## src/rtl/jt10_adpcm_pkg.sv

```systemverilog
// Shared definitions for the ADPCM-A gain slot scheduler.
//
// Contents:
//   NCH_DEF / LAT_DEF / AW_DEF  default channel count, return latency and
//                               accumulator width
//   ch_t                        channel / slot index type
//   LRACL_*                     bit positions inside an lracl byte
//   next_slot()                 slot counter successor with wrap at n-1
package jt10_adpcm_pkg;

  localparam int NCH_DEF = 6;
  localparam int LAT_DEF = 2;
  localparam int AW_DEF  = 19;

  typedef logic [2:0] ch_t;

  // lracl byte layout: left enable, right enable, attenuation level
  localparam int LRACL_L      = 7;
  localparam int LRACL_R      = 6;
  localparam int LRACL_LVL_HI = 5;
  localparam int LRACL_LVL_LO = 0;

  // Successor of a slot index in a ring of n slots
  function automatic ch_t next_slot(input ch_t c, input int n);
    if (int'(c) >= n - 1) return '0;
    return c + 3'd1;
  endfunction

endpackage

```

## src/rtl/jt10_adpcm_sat.sv

```systemverilog
// Signed saturating narrower.
//
// Ports:
//   din_i   IW-bit signed input
//   dout_o  OW-bit signed output, clamped to the OW-bit two's complement range
module jt10_adpcm_sat #(
  parameter int IW = 19,
  parameter int OW = 16
) (
  input  logic signed [IW-1:0] din_i,
  output logic signed [OW-1:0] dout_o
);

  localparam logic signed [IW-1:0] MAXV = {{(IW-OW+1){1'b0}}, {(OW-1){1'b1}}};
  localparam logic signed [IW-1:0] MINV = {{(IW-OW+1){1'b1}}, {(OW-1){1'b0}}};

  // Clamp anything outside the output range to the nearest extreme,
  // otherwise just drop the redundant sign bits
  always_comb begin
    if (din_i > MAXV) begin
      dout_o = {1'b0, {(OW-1){1'b1}}};
    end else if (din_i < MINV) begin
      dout_o = {1'b1, {(OW-1){1'b0}}};
    end else begin
      dout_o = din_i[OW-1:0];
    end
  end

endmodule

```

## src/rtl/jt10_adpcm_gain_sched.sv

```systemverilog
// Time-slot controller for the six-channel ADPCM-A gain datapath.
//
// Ports:
//   clk, rst_n           clock, synchronous active-low reset
//   cen                  clock enable, one slot per enabled cycle
//   wr_en/wr_ch/wr_data  CPU lracl write (last write per channel wins)
//   slot_ch              channel currently at the datapath injection stage
//   we/lracl_out         one-cycle lracl injection for slot_ch
//   pcm_l_in/pcm_r_in    per-channel gain results, arriving LAT slots late
//   mix_l/mix_r          saturated stereo sum of one full frame
//   mix_valid            one-cycle pulse when mix_l/mix_r update
//   pend                 per-channel write-pending flags
module jt10_adpcm_gain_sched
  import jt10_adpcm_pkg::*;
#(
  parameter int NCH = NCH_DEF,
  parameter int LAT = LAT_DEF,
  parameter int AW  = AW_DEF
) (
  input  logic           clk,
  input  logic           rst_n,
  input  logic           cen,
  input  logic           wr_en,
  input  logic [2:0]     wr_ch,
  input  logic [7:0]     wr_data,
  output logic [2:0]     slot_ch,
  output logic           we,
  output logic [7:0]     lracl_out,
  input  logic [15:0]    pcm_l_in,
  input  logic [15:0]    pcm_r_in,
  output logic [15:0]    mix_l,
  output logic [15:0]    mix_r,
  output logic           mix_valid,
  output logic [NCH-1:0] pend
);

  ch_t                  slot_q, slot_d;
  logic                 we_q, we_d;
  logic [7:0]           lracl_q, lracl_d;
  logic [7:0]           data_q [NCH];
  logic [7:0]           data_d [NCH];
  logic [NCH-1:0]       pend_q, pend_d;
  ch_t                  ret_q [LAT];
  ch_t                  ret_d [LAT];
  logic signed [AW-1:0] acc_l_q, acc_l_d, acc_r_q, acc_r_d;
  logic [15:0]          mix_l_q, mix_l_d, mix_r_q, mix_r_d;
  logic                 mix_valid_q, mix_valid_d;
  logic                 seen_q, seen_d;

  ch_t                  next_ch;
  ch_t                  ret_ch;
  logic signed [AW-1:0] pcm_l_ext, pcm_r_ext;
  logic signed [AW-1:0] sum_l, sum_r;
  logic signed [15:0]   sat_l, sat_r;

  // The issue decision looks one slot ahead so that a registered we lines
  // up with the slot_ch value it belongs to. ret_ch is the slot whose
  // result is on pcm_*_in right now; a zero there restarts the frame sum.
  assign next_ch   = next_slot(slot_q, NCH);
  assign ret_ch    = ret_q[LAT-1];
  assign pcm_l_ext = {{(AW-16){pcm_l_in[15]}}, pcm_l_in};
  assign pcm_r_ext = {{(AW-16){pcm_r_in[15]}}, pcm_r_in};
  assign sum_l     = ((ret_ch == '0) ? '0 : acc_l_q) + pcm_l_ext;
  assign sum_r     = ((ret_ch == '0) ? '0 : acc_r_q) + pcm_r_ext;

  jt10_adpcm_sat #(.IW(AW), .OW(16)) u_sat_l (.din_i(sum_l), .dout_o(sat_l));
  jt10_adpcm_sat #(.IW(AW), .OW(16)) u_sat_r (.din_i(sum_r), .dout_o(sat_r));

  // Next-state logic. Everything slot-related only moves on cen; CPU
  // writes are captured on every clock. A write landing in the same cycle
  // that issues its channel is applied after the issue, so the old value
  // goes out and the new one stays pending for the next pass.
  always_comb begin
    slot_d      = slot_q;
    we_d        = 1'b0;
    lracl_d     = lracl_q;
    pend_d      = pend_q;
    data_d      = data_q;
    ret_d       = ret_q;
    acc_l_d     = acc_l_q;
    acc_r_d     = acc_r_q;
    mix_l_d     = mix_l_q;
    mix_r_d     = mix_r_q;
    mix_valid_d = 1'b0;
    seen_d      = seen_q;
    if (cen) begin
      slot_d   = next_ch;
      ret_d[0] = slot_q;
      for (int i = 1; i < LAT; i++) ret_d[i] = ret_q[i-1];
      acc_l_d = sum_l;
      acc_r_d = sum_r;
      if (ret_ch == '0) seen_d = 1'b1;
      if ((int'(ret_ch) == NCH - 1) && seen_q) begin
        mix_l_d     = sat_l;
        mix_r_d     = sat_r;
        mix_valid_d = 1'b1;
      end
      if (pend_q[next_ch]) begin
        we_d            = 1'b1;
        lracl_d         = data_q[next_ch];
        pend_d[next_ch] = 1'b0;
      end
    end
    if (wr_en && (int'(wr_ch) < NCH)) begin
      pend_d[wr_ch] = 1'b1;
      data_d[wr_ch] = wr_data;
    end
  end

  // State registers; reset discards queued writes and any partial frame
  always_ff @(posedge clk) begin
    if (!rst_n) begin
      slot_q      <= '0;
      we_q        <= 1'b0;
      lracl_q     <= '0;
      data_q      <= '{default: '0};
      pend_q      <= '0;
      ret_q       <= '{default: '0};
      acc_l_q     <= '0;
      acc_r_q     <= '0;
      mix_l_q     <= '0;
      mix_r_q     <= '0;
      mix_valid_q <= 1'b0;
      seen_q      <= 1'b0;
    end else begin
      slot_q      <= slot_d;
      we_q        <= we_d;
      lracl_q     <= lracl_d;
      data_q      <= data_d;
      pend_q      <= pend_d;
      ret_q       <= ret_d;
      acc_l_q     <= acc_l_d;
      acc_r_q     <= acc_r_d;
      mix_l_q     <= mix_l_d;
      mix_r_q     <= mix_r_d;
      mix_valid_q <= mix_valid_d;
      seen_q      <= seen_d;
    end
  end

  assign slot_ch   = slot_q;
  assign we        = we_q;
  assign lracl_out = lracl_q;
  assign mix_l     = mix_l_q;
  assign mix_r     = mix_r_q;
  assign mix_valid = mix_valid_q;
  assign pend      = pend_q;

endmodule
```

## config.mk

```make
export PLATFORM = sky130hd
export DESIGN_NAME = jt10_adpcm_gain_sched
export DESIGN_NICKNAME = d
export VERILOG_FILES = /design/src/rtl/jt10_adpcm_pkg.sv /design/src/rtl/jt10_adpcm_sat.sv /design/src/rtl/jt10_adpcm_gain_sched.sv
export SDC_FILE = /design/constraint.sdc
export NUM_CORES = 1
export LEC_CHECK = 0
export BUFFER_PORTS_ARGS = -buffer_cell sky130_fd_sc_hd__buf_2
export CORE_ASPECT_RATIO = 0.8
export CORE_MARGIN = 2
export CORE_UTILIZATION = 40
export CTS_CLUSTER_SIZE = 16
export DETAILED_ROUTE_END_ITERATION = 10
export MAX_ROUTING_LAYER = met4
export PLACE_DENSITY = 0.61
export SKIP_CTS_REPAIR_TIMING = 1
export SLEW_MARGIN = 20
export SYNTH_ARGS = -nofsm -noshare
export SYNTH_HDL_FRONTEND = slang
export SYNTH_HIERARCHICAL = 1
export SYNTH_SLANG_ARGS = --single-unit
```

## constraint.sdc

```tcl
create_clock -name clk -period 3.6 [get_ports clk]
set_input_delay 0.18 -clock clk [delete_from_list [all_inputs] [get_ports clk]]
set_output_delay 0.18 -clock clk [all_outputs]
set_load 0.02 [all_outputs]
```

# ---- After elaboration in Yosys (flattened, before gate mapping)
# Index checks and enable logic that the tools add are counted.
dict set report op_classes {
  addsub 3
  order_cmp 13
  n_eq_ne 1
  n_mux 26
  bitwise_logic 5
  n_reduce_logical 10
}
# cell n
set op_table {}
lappend op_table {{16-bit 2-to-1 mux} 4}
lappend op_table {{48-bit bitwise mux} 1}
lappend op_table {{19-bit adder} 2}
lappend op_table {{19-bit by 16-bit > comparator with 1-bit output, second input constant} 2}
lappend op_table {{19-bit by 16-bit < comparator with 1-bit output, second input constant} 2}
lappend op_table {{19-bit 2-to-1 mux} 2}
lappend op_table {{8-bit binary-select mux with 3-bit select} 1}
lappend op_table {{8-bit demux with 3-bit select} 1}
lappend op_table {{8-bit 2-to-1 mux} 3}
lappend op_table {{6-bit 2-to-1 mux} 3}
lappend op_table {{4-bit greater-or-equal comparator, second input constant} 2}
lappend op_table {{3-bit by 4-bit < comparator with 1-bit output, second input constant} 2}
lappend op_table {{3-bit NOT with 4-bit output} 2}
lappend op_table {{2-bit AND reduction} 4}
lappend op_table {{6-bit bitwise AND} 1}
lappend op_table {{1-bit demux with 3-bit select} 2}
lappend op_table {{3-bit by 1-bit greater-or-equal comparator with 1-bit output, second input constant} 2}
lappend op_table {{1-bit 2-to-1 mux} 6}
lappend op_table {{3-bit 2-to-1 mux} 2}
lappend op_table {{6-bit NOT} 1}
lappend op_table {{6-bit bitwise OR} 1}
lappend op_table {{1-bit logical AND} 5}
lappend op_table {{4-bit by 1-bit < comparator with 1-bit output, second input constant} 1}
lappend op_table {{3-bit by 1-bit adder with 3-bit output, second input constant} 1}
lappend op_table {{other kinds (5)} 5}
dict set report totals {
  regBits 144
  out_inout_bits 51
}

# ---- Depth between registers and ports, before layout
# Gate-level depths: netlist of run 1.
dict set report depth {
  ltp_word 13
  ltp_mapped 19
}

# ---- Hierarchy
# The synthesis of run 1 kept the hierarchy.
# mod n_inst cells_each area_per_inst_um2 seq_area_each_um2
set modules_own_cells {}
lappend modules_own_cells {jt10_adpcm_gain_sched 1 961 7713.6 2882.8}
lappend modules_own_cells {jt10_adpcm_sat 2 56 374.1 0.0}

# ---- Least setup slack after synthesis of run 1
# Ideal clock, no wire load.
dict set report synth_timing {
  path_kind {reg-to-reg}
  start {register ret_q (netlist bit ret_ch[2])}
  end {register mix_r_q[10] (netlist: mix_r[10])}
  setup_time_ns 0.132
  arrival_ns 3.452
  t_required_ns 3.468
  setup_slack_ns 0.016
  path_stages_with_launch 19
  n_path_buf 4
  synth_period_minus_slack_ns 3.584
  cell_sequence {dfxtp_1 or3_1 clkbuf_1 clkbuf_1 and2_1 ha_1 clkbuf_1 nand2_1 a2111oi_0 o21ai_1 nand3_1 a21o_1 nand2_1 xor2_1 a21boi_4 buf_6 nor3_1 nand2_1 a21oi_1}
}
dict set report synth_between {
  elab_chain_cells 6
  elab_cells_between_ends 10
  classes_between {add/sub (1); order compare (2); eq/ne (1); mux (3); reduce/logical (3)}
}
# element line
set synth_rtl {}
lappend synth_rtl {{start, declared} jt10_adpcm_gain_sched.sv:43} ;# ch_t ret_q [LAT];
lappend synth_rtl {{start signal, assigned} jt10_adpcm_gain_sched.sv:131} ;# ret_q <= ret_d;
lappend synth_rtl {{3-bit logical NOT (*)} jt10_adpcm_gain_sched.sv:64} ;# assign sum_r = ((ret_ch == '0) ? '0 : acc_r_q) + pcm_r_ext;
lappend synth_rtl {{19-bit 2-to-1 mux (*)} jt10_adpcm_gain_sched.sv:64}
lappend synth_rtl {{19-bit adder (*)} jt10_adpcm_gain_sched.sv:64}
lappend synth_rtl {{via sum_r[18]} jt10_adpcm_gain_sched.sv:53} ;# logic signed [AW-1:0] sum_l, sum_r;
lappend synth_rtl {{19-bit by 16-bit < comparator with 1-bit output} jt10_adpcm_sat.sv:22} ;# end else if (din_i < MINV) begin
lappend synth_rtl {{16-bit 2-to-1 mux} jt10_adpcm_sat.sv:22}
lappend synth_rtl {{16-bit 2-to-1 mux (*)} jt10_adpcm_sat.sv:20} ;# if (din_i > MAXV) begin
lappend synth_rtl {{via sat_r[10]} jt10_adpcm_gain_sched.sv:54} ;# logic signed [15:0] sat_l, sat_r;
lappend synth_rtl {{end signal, assigned} jt10_adpcm_gain_sched.sv:135} ;# mix_r_q <= mix_r_d;
lappend synth_rtl {{end, declared} jt10_adpcm_gain_sched.sv:46} ;# logic [15:0] mix_l_q, mix_l_d, mix_r_q, mix_r_d;
# The timed path passes the listed nets; every way through them passes the cells marked *.
# A chain may end at the register's enable or synchronous reset.

# ---- Worst setup path after layout of run 1
dict set report layout_timing {
  start {register ret_q (netlist bit ret_ch[2])}
  end {register mix_r_q[11] (netlist: mix_r[11])}
}
# Same word-level chain as after synthesis.

==> results of run 1 <==
[metal layers]
layer	GRT usage, %	vias to the layer above	routed length, um
li1	-	4023	-
met1	29.6	3790	12000
met2	30.9	219	10800
met3	3.01	20	1160
met4	5.36	0	261
met5	-	-	0
[layout by cell type, fill, tap and decap left out, types with 28 or more instances in the layout]
master | Yosys | layout
and2_1 | 38 | 38
ha_1 | 38 | 31
mux2i_1 | 30 | 30
nor2_1 | 76 | 76
nand2_1 | 199 | 198
buf_4 | 1 | 44
a21oi_1 | 124 | 117
dfxtp_1 | 144 | 144
nor3_1 | 41 | 28
buf_2 | 10 | 97
[critical path, stage by stage (launching register included)]
cell	delay, ps
dfxtp_1	310
or3_4	400
buf_6	160
nand2_1	110
inv_1	50
ha_1	290
a21oi_2	230
o211ai_2	150
a2111oi_4	370
nor4_4	80
a311oi_2	310
xnor2_2	150
clkbuf_16	210
nor4_2	340
nor3_2	60
nand2_1	90
a21oi_2	50
[worst max-delay path by stage]
stage | startpoint | to | slack (ps) | depth (start not counted)
5_1_grt | ret_ch[0] | mix_r[0] | -120 | 16
3_5_place_dp | ret_ch[2] | mix_l[13] | -240 | 14
2_1_floorplan | ret_ch[2] | mix_r[10] | 20 | 18
4_1_cts | ret_ch[2] | mix_l[13] | -250 | 14
3_3_place_gp | ret_ch[2] | mix_l[8] | -80 | 14
6_report | ret_ch[2] | mix_r[11] | 80 | 16
[report_power, final]
| part | internal [uW] | switching [uW] |
|---|---|---|
| sequential | 1650 | 34.8 |
| combinational | 263 | 412 |
| clock | 1060 | 750 |
| total | 2970 | 1200 |
[cell usage after synthesis (all sizes together), types with 8 or more instances]
library cell	number
a21boi	33
mux2i	30
a31oi	11
a311oi	9
inv	15
nor2b	11
a22o	8
a21oi	126
clkbuf	43
xnor2	24
and2	38
buf	26
o211ai	8
a22oi	8
nor4	35
nand3	15
dfxtp	144
ha	38
o21ai	24
a21o	11
nand2	199
nand2b	13
nor3	42
nor2	82
[flip-flops by register name (all words and copies together) (netlist names), 6 cells and up]
signal,count
mix_r,16
acc_r_q,19
data_q,48
mix_l,16
acc_l_q,19
lracl_out,8
pend,6
[final cells by class]
cell class	count	share of cell area, %
clock inverter	12	1.44
tap	269	3.19
timing repair buffer	153	9.40
multi-input combinational	845	53.8
clock buffer	19	4.20
sequential	144	27.3
inverter	16	0.593
[stage by stage]
stage	instance area, um^2	utilization, %	TNS [ps]	setup slack (ps)
3_3_place_gp	9320	45.0	-1310	-79.4
5_1_grt	10500	50.9	-1560	-119
2_1_floorplan	8460	-	0	16.2
3_5_place_dp	9320	45.0	-3220	-235
6_report	10500	50.9	0	77.1
4_1_cts	9920	47.9	-3790	-247
[cell families after synthesis]
group / synth area share, %
xor gates and xnor gates: 3.11
adders and majority gates: 6.09
muxes: 3.95
DFF: 34.1
AOI/OAI and AO/OA: 22.0
buffers and inverters: 4.81
and+or+nand+nor: 25.9
==> run metrics, run 1 <==
DR WL/cell=16.6 um; Hold EP=data_q[0]; P&R area growth vs syn=24.6%; Nets=1264; routed vias=8052; FF+latch area=2880 um^2; filler instances=1993; largest net degree at the start of global routing=75; synthesized cell area=8460 um^2; core footprint=20700 um^2; R2R depth=16; # DRC=0; min cycle time layout=3520 ps; Net Count, Synth=1160; number of enable flip-flop cells after synthesis=0; DRT antenna net count=0; Max Buffers Root-to-Sink=2; Max VDD drop=0.270 mV; Pwr Total=4170 uW; FF-to-FF setup slack=80 ps; share of layout cells above drive strength 1=23.4%; Yosys reg bits=144; Fmax achieved=0.284 GHz; die span in y=134 um; Slew HR=47.1%; number of cell rows=47; full die area=22300 um^2; DRT iter0 DRCs=563; initial antenna violation count=0; pwr/cell area=395 nW/um^2; Final HPWL DP=15900 um; DR vias/cell=5.52; top-area cell type share of the netlist area=34.1%; hold path start=wr_data[0]; P_leak=0.00425 uW; WP data arrival=3800 ps; Total Wirelength=24200 um; critical path class=register to register; Mean Syn Cell Area=7.89 um^2; # Max-Cap Violations=0; num ports=98; CTS sink count=144; gr ovfl total=0; clk_lat worst skew=430 ps; RSZ-0062 raised after global routing=yes; CTS tree=yes; FFs w/ async S/R, synth=0%; FF-to-FF End=mix_r[11]; Post-synth top flop=dfxtp_1; tightest hold margin=59.3 ps; Final Cycle Share=97.9%; register area share after synthesis=34.1%; first-pass GRT wire length=36900 um; Slew Viols, Final=0; Post-Syn Instances=1073; vias in the first global route=7136; Multi-input gate area=5680 um^2; CTS Buf Count=17; H-tree levels=4; IO Port Bufs=97; Critical Path Fanout Max=15; CTS root buf=clkbuf_16; GRT Util Overall=20.8%; # diodes=0; Post-Place Cells=1414; status=finished, final reports clean; Worst setup SP type=register; worst r2r src=ret_ch[2]; RD Place Congestion=0.843; YS warnings=6; hold-critical path depth=3; Hold Crit Class=input pin to register; post-synth top area cell=dfxtp_1; worst clock skew=15.0 ps; Worst EP required=3880 ps; Slew @ Worst Pin=790 ps; Horiz. Die Dim=167 um; Initial Utilization=40.9%; Hold Vio Cnt, Final=0; post-synth cell types=72; CTS clock-pin slew for the worst setup and hold paths=70 ps; synth top area cells=dfxtp_1 34%, nand2_1 8.8%, a21oi_1 7.3%; final setup fails=0; Setup crit end kind=register; Non-Filler Instances=1458; DR pass1 iterations=5
(Power assumes the default switching activity.)
==> run 2, diff against run 1 <==
--- a/config.mk
+++ b/config.mk
@@ -9,11 +9,12 @@
 export CORE_ASPECT_RATIO = 0.8
 export CORE_MARGIN = 2
 export CORE_UTILIZATION = 40
+export CTS_BUF_LIST = sky130_fd_sc_hd__clkbuf_8
 export CTS_CLUSTER_SIZE = 16
 export DETAILED_ROUTE_END_ITERATION = 10
 export MAX_ROUTING_LAYER = met4
 export PLACE_DENSITY = 0.61
-export SKIP_CTS_REPAIR_TIMING = 1
+export RECOVER_POWER = 100
 export SLEW_MARGIN = 20
 export SYNTH_ARGS = -nofsm -noshare
 export SYNTH_HDL_FRONTEND = slang
==> run 2 against run 1 <==
Against the previous run: the flow now finishes with violations (max-capacitance violations, max-slew violations, negative setup slack); routed wire length increased by 0.38%; largest power group is now sequential cells; critical path depth rose by 1; count of clock-buffer cells in the layout is 1 lower; cell count unchanged.
==> run metrics, run 2 (synthesis gave the netlist of run 1 again) <==
# diodes=0 (unchanged); # DRC=0 (unchanged); largest registers=data_q x48, acc_l_q x19, acc_r_q x19 (unchanged); min cycle time layout=3610 ps (was 3520 ps); largest net degree at the start of global routing=75 (unchanged); RSZ-0062 raised after global routing=yes (unchanged); pwr/cell area=357 nW/um^2 (was 395 nW/um^2); Initial Utilization=40.9% (unchanged); Max Buffers Root-to-Sink=2 (unchanged); CTS tree=yes (unchanged); status=complete, but fails checks (was finished, final reports clean); Clock Power Share=36.1% (was 43.3%); P_leak=0.00394 uW (was 0.00425 uW); DR pass1 iterations=5 (unchanged); Critical Path Fanout Max=14 (was 15); Slew HR=-14.1% (was 47.1%); Nets=1264 (unchanged); Final HPWL DP=15900 um (unchanged); Setup TNS=-5.30 ps (was 0 ps); hold-critical path depth=3 (unchanged); Horiz. Die Dim=167 um (unchanged); # Max-Cap Violations=3 (was 0); Sw Share=30.7% (was 28.7%); most common library cell in the layout ignoring fill and taps=nand2_1 (unchanged); Biggest register=data_q (unchanged); Setup crit end kind=register (unchanged); Placement Setup Slack=-235 ps (unchanged); initial antenna violation count=0 (unchanged); num ports=98 (unchanged); met1 usage in global routing=29.7% (was 29.6%); vias in the first global route=7103 (was 7136); met2 Use GR=30.7% (was 30.9%); Hold Crit Class=input pin to register (unchanged); gr ovfl total=0 (unchanged); H-tree levels=4 (unchanged); RD Place Congestion=0.843 (unchanged); gr busiest metal=met2 (unchanged); DR vias/cell=5.54 (was 5.52); Fmax achieved=0.277 GHz (was 0.284 GHz); P&R area growth vs syn=22.5% (was 24.6%); final setup fails=1 (was 0); Hold Vio Cnt, Final=0 (unchanged); Psw=1130 uW (was 1200 uW); CTS clock-pin slew for the worst setup and hold paths=90 ps (was 70 ps); FF+latch area=2880 um^2 (about the same); R2R depth=17 (was 16); met3 Use GR=3.63% (was 3.01%); final setup margin=-5.30 ps (was 77.1 ps); WP data arrival=3900 ps (was 3800 ps); clk_lat worst skew=440 ps (was 430 ps); number of cell rows=47 (unchanged); IO Port Bufs=97 (unchanged); commonest cells after routing, fill and taps aside=197 x nand2_1, 143 x dfxtp_1, 116 x a21oi_1 (was 198 x nand2_1, 144 x dfxtp_1, 117 x a21oi_1); CTS Buf Count=17 (unchanged); DRT antenna net count=0 (unchanged); Pwr Total=3700 uW (was 4170 uW); critical path class=register to register (unchanged); Multi-input gate area=5740 um^2 (was 5680 um^2); Worst EP required=3890 ps (was 3880 ps); Internal=2560 uW (was 2970 uW); Final Cycle Share=100% (was 97.9%); Worst setup SP type=register (unchanged); Slew @ Worst Pin=1710 ps (was 790 ps); core footprint=20700 um^2 (unchanged); CTS sink count=144 (unchanged); worst clock skew=21.5 ps (was 15.0 ps); failing checks=max-capacitance violations, max-slew violations, negative setup slack; register share of total power=45.5% (was 40.4%); Max VDD drop=0.217 mV (was 0.270 mV); DR WL/cell=16.7 um (was 16.6 um); full die area=22300 um^2 (unchanged); GRT Util Overall=20.7% (was 20.8%); Total Wirelength=24300 um (was 24200 um); DRT iter0 DRCs=597 (was 563); share of layout cells above drive strength 1=19.3% (was 23.4%); CTS root buf=clkbuf_8 (was clkbuf_16); first-pass GRT wire length=36800 um (was 36900 um); routed vias=8079 (was 8052); Slew Viols, Final=87 (was 0); max reg flops=48 (unchanged); combinational power share=18.4% (was 16.2%); die span in y=134 um (unchanged); filler instances=2029 (was 1993)
==> run 2: per-layer routing <==
layer	wire length [um]	up-vias
met4	295	0
met5	0	-
met1	12300	3840
met2	10800	185
met3	924	23
li1	-	4031
==> run 2: final cells by class <==
class / instances / share of cell area, %
clock inverter: 13 / 1.50
tap: 269 / 3.25
multi-input combinational: 845 / 55.4
inverter: 16 / 0.603
timing repair buffer: 153 / 9.09
clock buffer: 18 / 2.39
sequential: 144 / 27.8
==> run 2: path summary, 6_finish.rpt <==
kind	end	startpoint	slack, ps
min reg2reg	mix_r[2]	mix_r[2]	460
max	mix_r[9]	ret_ch[0]	-5
min	data_q[1]	wr_data[1]	40
max reg2reg	mix_r[9]	ret_ch[0]	-5
==> run 2: worst max-delay path: stages (launching register included) <==
cell and delay (ps):
dfxtp_2 330, or3_4 410, buf_12 160, nand2_2 80
inv_1 40, ha_1 280, a21oi_2 210, o211ai_2 130
a2111oi_4 330, nor4_2 70, buf_4 160, a311oi_4 350
xnor2_4 170, clkbuf_16 200, nor4_1 310, nor3_1 90
nand2_1 70, a21oi_1 60
==> run 2: through the flow <==
stage / hold slack, ps / instance area (um^2) / util [%] / std cells
after floorplan: 316 / 8460 / - / 1073
after global placement: 440 / 9320 / 45.0 / 1414
after detailed placement: 445 / 9320 / 45.0 / 1414
after CTS: 0.690 / 9760 / 47.2 / 1447
after global routing: 12.3 / 10400 / 50.1 / 1458
final: 37.8 / 10400 / 50.1 / 1458
==> run 2: what timing repair did <==
action / CTS / global route
pin swaps: 1 / 25
setup endpoints to repair: 30 / 30
setup buffers: 2 / 5
hold buffers: 0 / 0
resized for setup: 3 / 105
gates cloned: 0 / 6
==> run 2: power by group through the flow <==
stage / combinational (uW) / sequential, uW / clock [uW]
2_1_floorplan: 399 / 1730 / 0
3_3_place_gp: 585 / 1720 / 0
3_5_place_dp: 590 / 1720 / 0
4_1_cts: 596 / 1680 / 1380
5_1_grt: 734 / 1690 / 1450
6_report: 679 / 1680 / 1340
==> run 3, diff against run 2 <==
--- a/config.mk
+++ b/config.mk
@@ -12,7 +12,6 @@
 export CTS_BUF_LIST = sky130_fd_sc_hd__clkbuf_8
 export CTS_CLUSTER_SIZE = 16
 export DETAILED_ROUTE_END_ITERATION = 10
-export MAX_ROUTING_LAYER = met4
 export PLACE_DENSITY = 0.61
 export RECOVER_POWER = 100
 export SLEW_MARGIN = 20
==> run 3 against run 2 <==
Against the previous run: the run still ends with max-capacitance violations, max-slew violations, negative setup slack left; routed wire length decreased by 0.27%; worst setup slack got worse by 9.9 ps; sequential power about the same; via count about the same; critical endpoint unchanged.
==> run metrics, run 3 (synthesis gave the netlist of run 1 again) <==
Max VDD drop=0.218 mV (was 0.217 mV); final setup margin=-15.2 ps (was -5.30 ps); num ports=98 (unchanged); Final Cycle Share=100% (about the same); initial antenna violation count=0 (unchanged); most common library cell in the layout ignoring fill and taps=nand2_1 (unchanged); Initial Utilization=40.9% (unchanged); CTS Buf Count=17 (unchanged); DRT antenna net count=0 (unchanged); max reg flops=48 (unchanged); # DRC=0 (unchanged); clk_lat worst skew=440 ps (about the same); die span in y=134 um (unchanged); P&R area growth vs syn=22.5% (unchanged); Pwr Total=3700 uW (about the same); critical path class=register to register (unchanged); Worst EP required=3890 ps (about the same); status=complete, but fails checks (unchanged); Biggest register=data_q (unchanged); slowest cell on the critical path=or3_4 (unchanged); core footprint=20700 um^2 (unchanged); # diodes=0 (unchanged); pwr/cell area=357 nW/um^2 (about the same); failing checks=max-capacitance violations, max-slew violations, negative setup slack (unchanged); full die area=22300 um^2 (unchanged); FF+latch area=2880 um^2 (unchanged); CTS sink count=144 (unchanged); DR pass1 iterations=5 (unchanged); first-pass GRT wire length=36800 um (unchanged); RSZ-0062 raised after global routing=yes (unchanged); CTS clock-pin slew for the worst setup and hold paths=90 ps (about the same); Slew Viols, Final=88 (was 87); met2 Use GR=30.7% (about the same); Critical Path Fanout Max=14 (unchanged); CP delay by family, top=compound AO/OA/AOI/OAI gates (unchanged); Hold Vio Cnt, Final=0 (unchanged); Fmax achieved=0.277 GHz (about the same); Setup crit end kind=register (unchanged); CP Buf/Inv Count=4 (unchanged); Total Wirelength=24200 um (was 24300 um); filler instances=2025 (was 2029); Slew @ Worst Pin=1670 ps (was 1710 ps); met1 usage in global routing=29.6% (was 29.7%); DR vias/cell=5.54 (about the same); Final HPWL DP=15900 um (unchanged); GRT Util Overall=20.1% (was 20.7%); Setup TNS=-15.2 ps (was -5.30 ps); min cycle time layout=3620 ps (was 3610 ps); gr busiest metal=met2 (unchanged); met3 Use GR=3.60% (was 3.63%); Max Buffers Root-to-Sink=2 (unchanged); vias in the first global route=7114 (was 7103); crit-path cells=or3_4 > buf_12 > nand2_2 > inv_1 > ha_1 > a21oi_2 > o211ai_2 > a2111oi_4 > nor4_2 > buf_4 > a311oi_4 > xnor2_4 > clkbuf_16 > nor4_1 > nor3_1 > nand2_1 > a21oi_1 (unchanged); Critical Path Max Stage Delay=410 ps (about the same); RD Place Congestion=0.831 (was 0.843); CTS Hold Buffers Added=0 (unchanged); Hold Crit Class=input pin to register (unchanged); routed vias=8076 (was 8079); # Max-Cap Violations=3 (unchanged); Multi-input gate area=5740 um^2 (unchanged); CTS root buf=clkbuf_8 (unchanged); share of layout cells above drive strength 1=19.3% (unchanged); Nets=1264 (unchanged); largest net degree at the start of global routing=75 (unchanged); DRT iter0 DRCs=680 (was 597); Worst setup SP type=register (unchanged); H-tree levels=4 (unchanged); worst clock skew=20.6 ps (was 21.5 ps); Horiz. Die Dim=167 um (unchanged); largest registers=data_q x48, acc_l_q x19, acc_r_q x19 (unchanged); commonest cells after routing, fill and taps aside=197 x nand2_1, 143 x dfxtp_1, 115 x a21oi_1 (was 197 x nand2_1, 143 x dfxtp_1, 116 x a21oi_1); DR WL/cell=16.6 um (was 16.7 um); final setup fails=1 (unchanged); CTS tree=yes (unchanged); IO Port Bufs=97 (unchanged); gr ovfl total=0 (unchanged); number of cell rows=47 (unchanged); WP data arrival=3910 ps (was 3900 ps); P_leak=0.00393 uW (was 0.00394 uW); Slew HR=-11.0% (was -14.1%)
run 3: cell counts in the layout (fill, tap and decap cells not counted):
No cell type changed its count.
run 3: layer usage:
layer	vias to the layer above	routed length (um)
met3	19	973
met5	-	0
li1	4025	-
met4	0	235
met2	197	10900
met1	3835	12200
run 3: cell type report:
type	count	area share (%)
clock inverters	13	1.50
multi-input cells	845	55.4
clock buffers	18	2.39
repair buffers	153	9.09
flip-flops and latches	144	27.8
well taps	269	3.25
inverters	16	0.603
run 3: worst register-to-register path: cells and delay by family, from the launching register on:
kind	cells	cell delay, ps
XOR/XNOR	1	170
AND/OR/NAND/NOR	6	1060
buffers and inverters	4	560
AO/OA/AOI/OAI	5	1080
adder cells (fa/ha/maj)	1	280
flip-flops	1	330
run 3: repair_timing:
item | 4_1_cts | 5_1_grt
buffers inserted | 2 | 5
pin swaps | 1 | 25
gates cloned | 0 | 6
endpoints found under the setup margin | 30 | 30
resized for setup | 3 | 105
run 3: path summary, 6_finish.rpt:
check	start	to	slack [ps]	depth (start not counted)
worst max-delay path	ret_ch[0]	mix_r[9]	-20	17
worst min-delay path	wr_data[0]	data_q[0]	30	3
worst max register to register	ret_ch[0]	mix_r[9]	-20	17
worst min register to register	mix_r[6]	mix_r[6]	460	2
run 3: report_power, final:
part,internal (uW),switching [uW]
sequential,1650,35.0
clock,649,692
combinational,266,412
total,2560,1140
run 3: stage by stage:
step	instances	cell area (um^2)	utilization, %	setup WS, ps	hold WS (ps)
2_1_floorplan	1073	8460	-	16.2	316
3_3_place_gp	1414	9320	45.0	-79.4	440
3_5_place_dp	1414	9320	45.0	-235	445
4_1_cts	1447	9760	47.2	0.532	0.690
5_1_grt	1458	10400	50.1	-160	12.3
6_report	1458	10400	50.1	-15.2	31.7
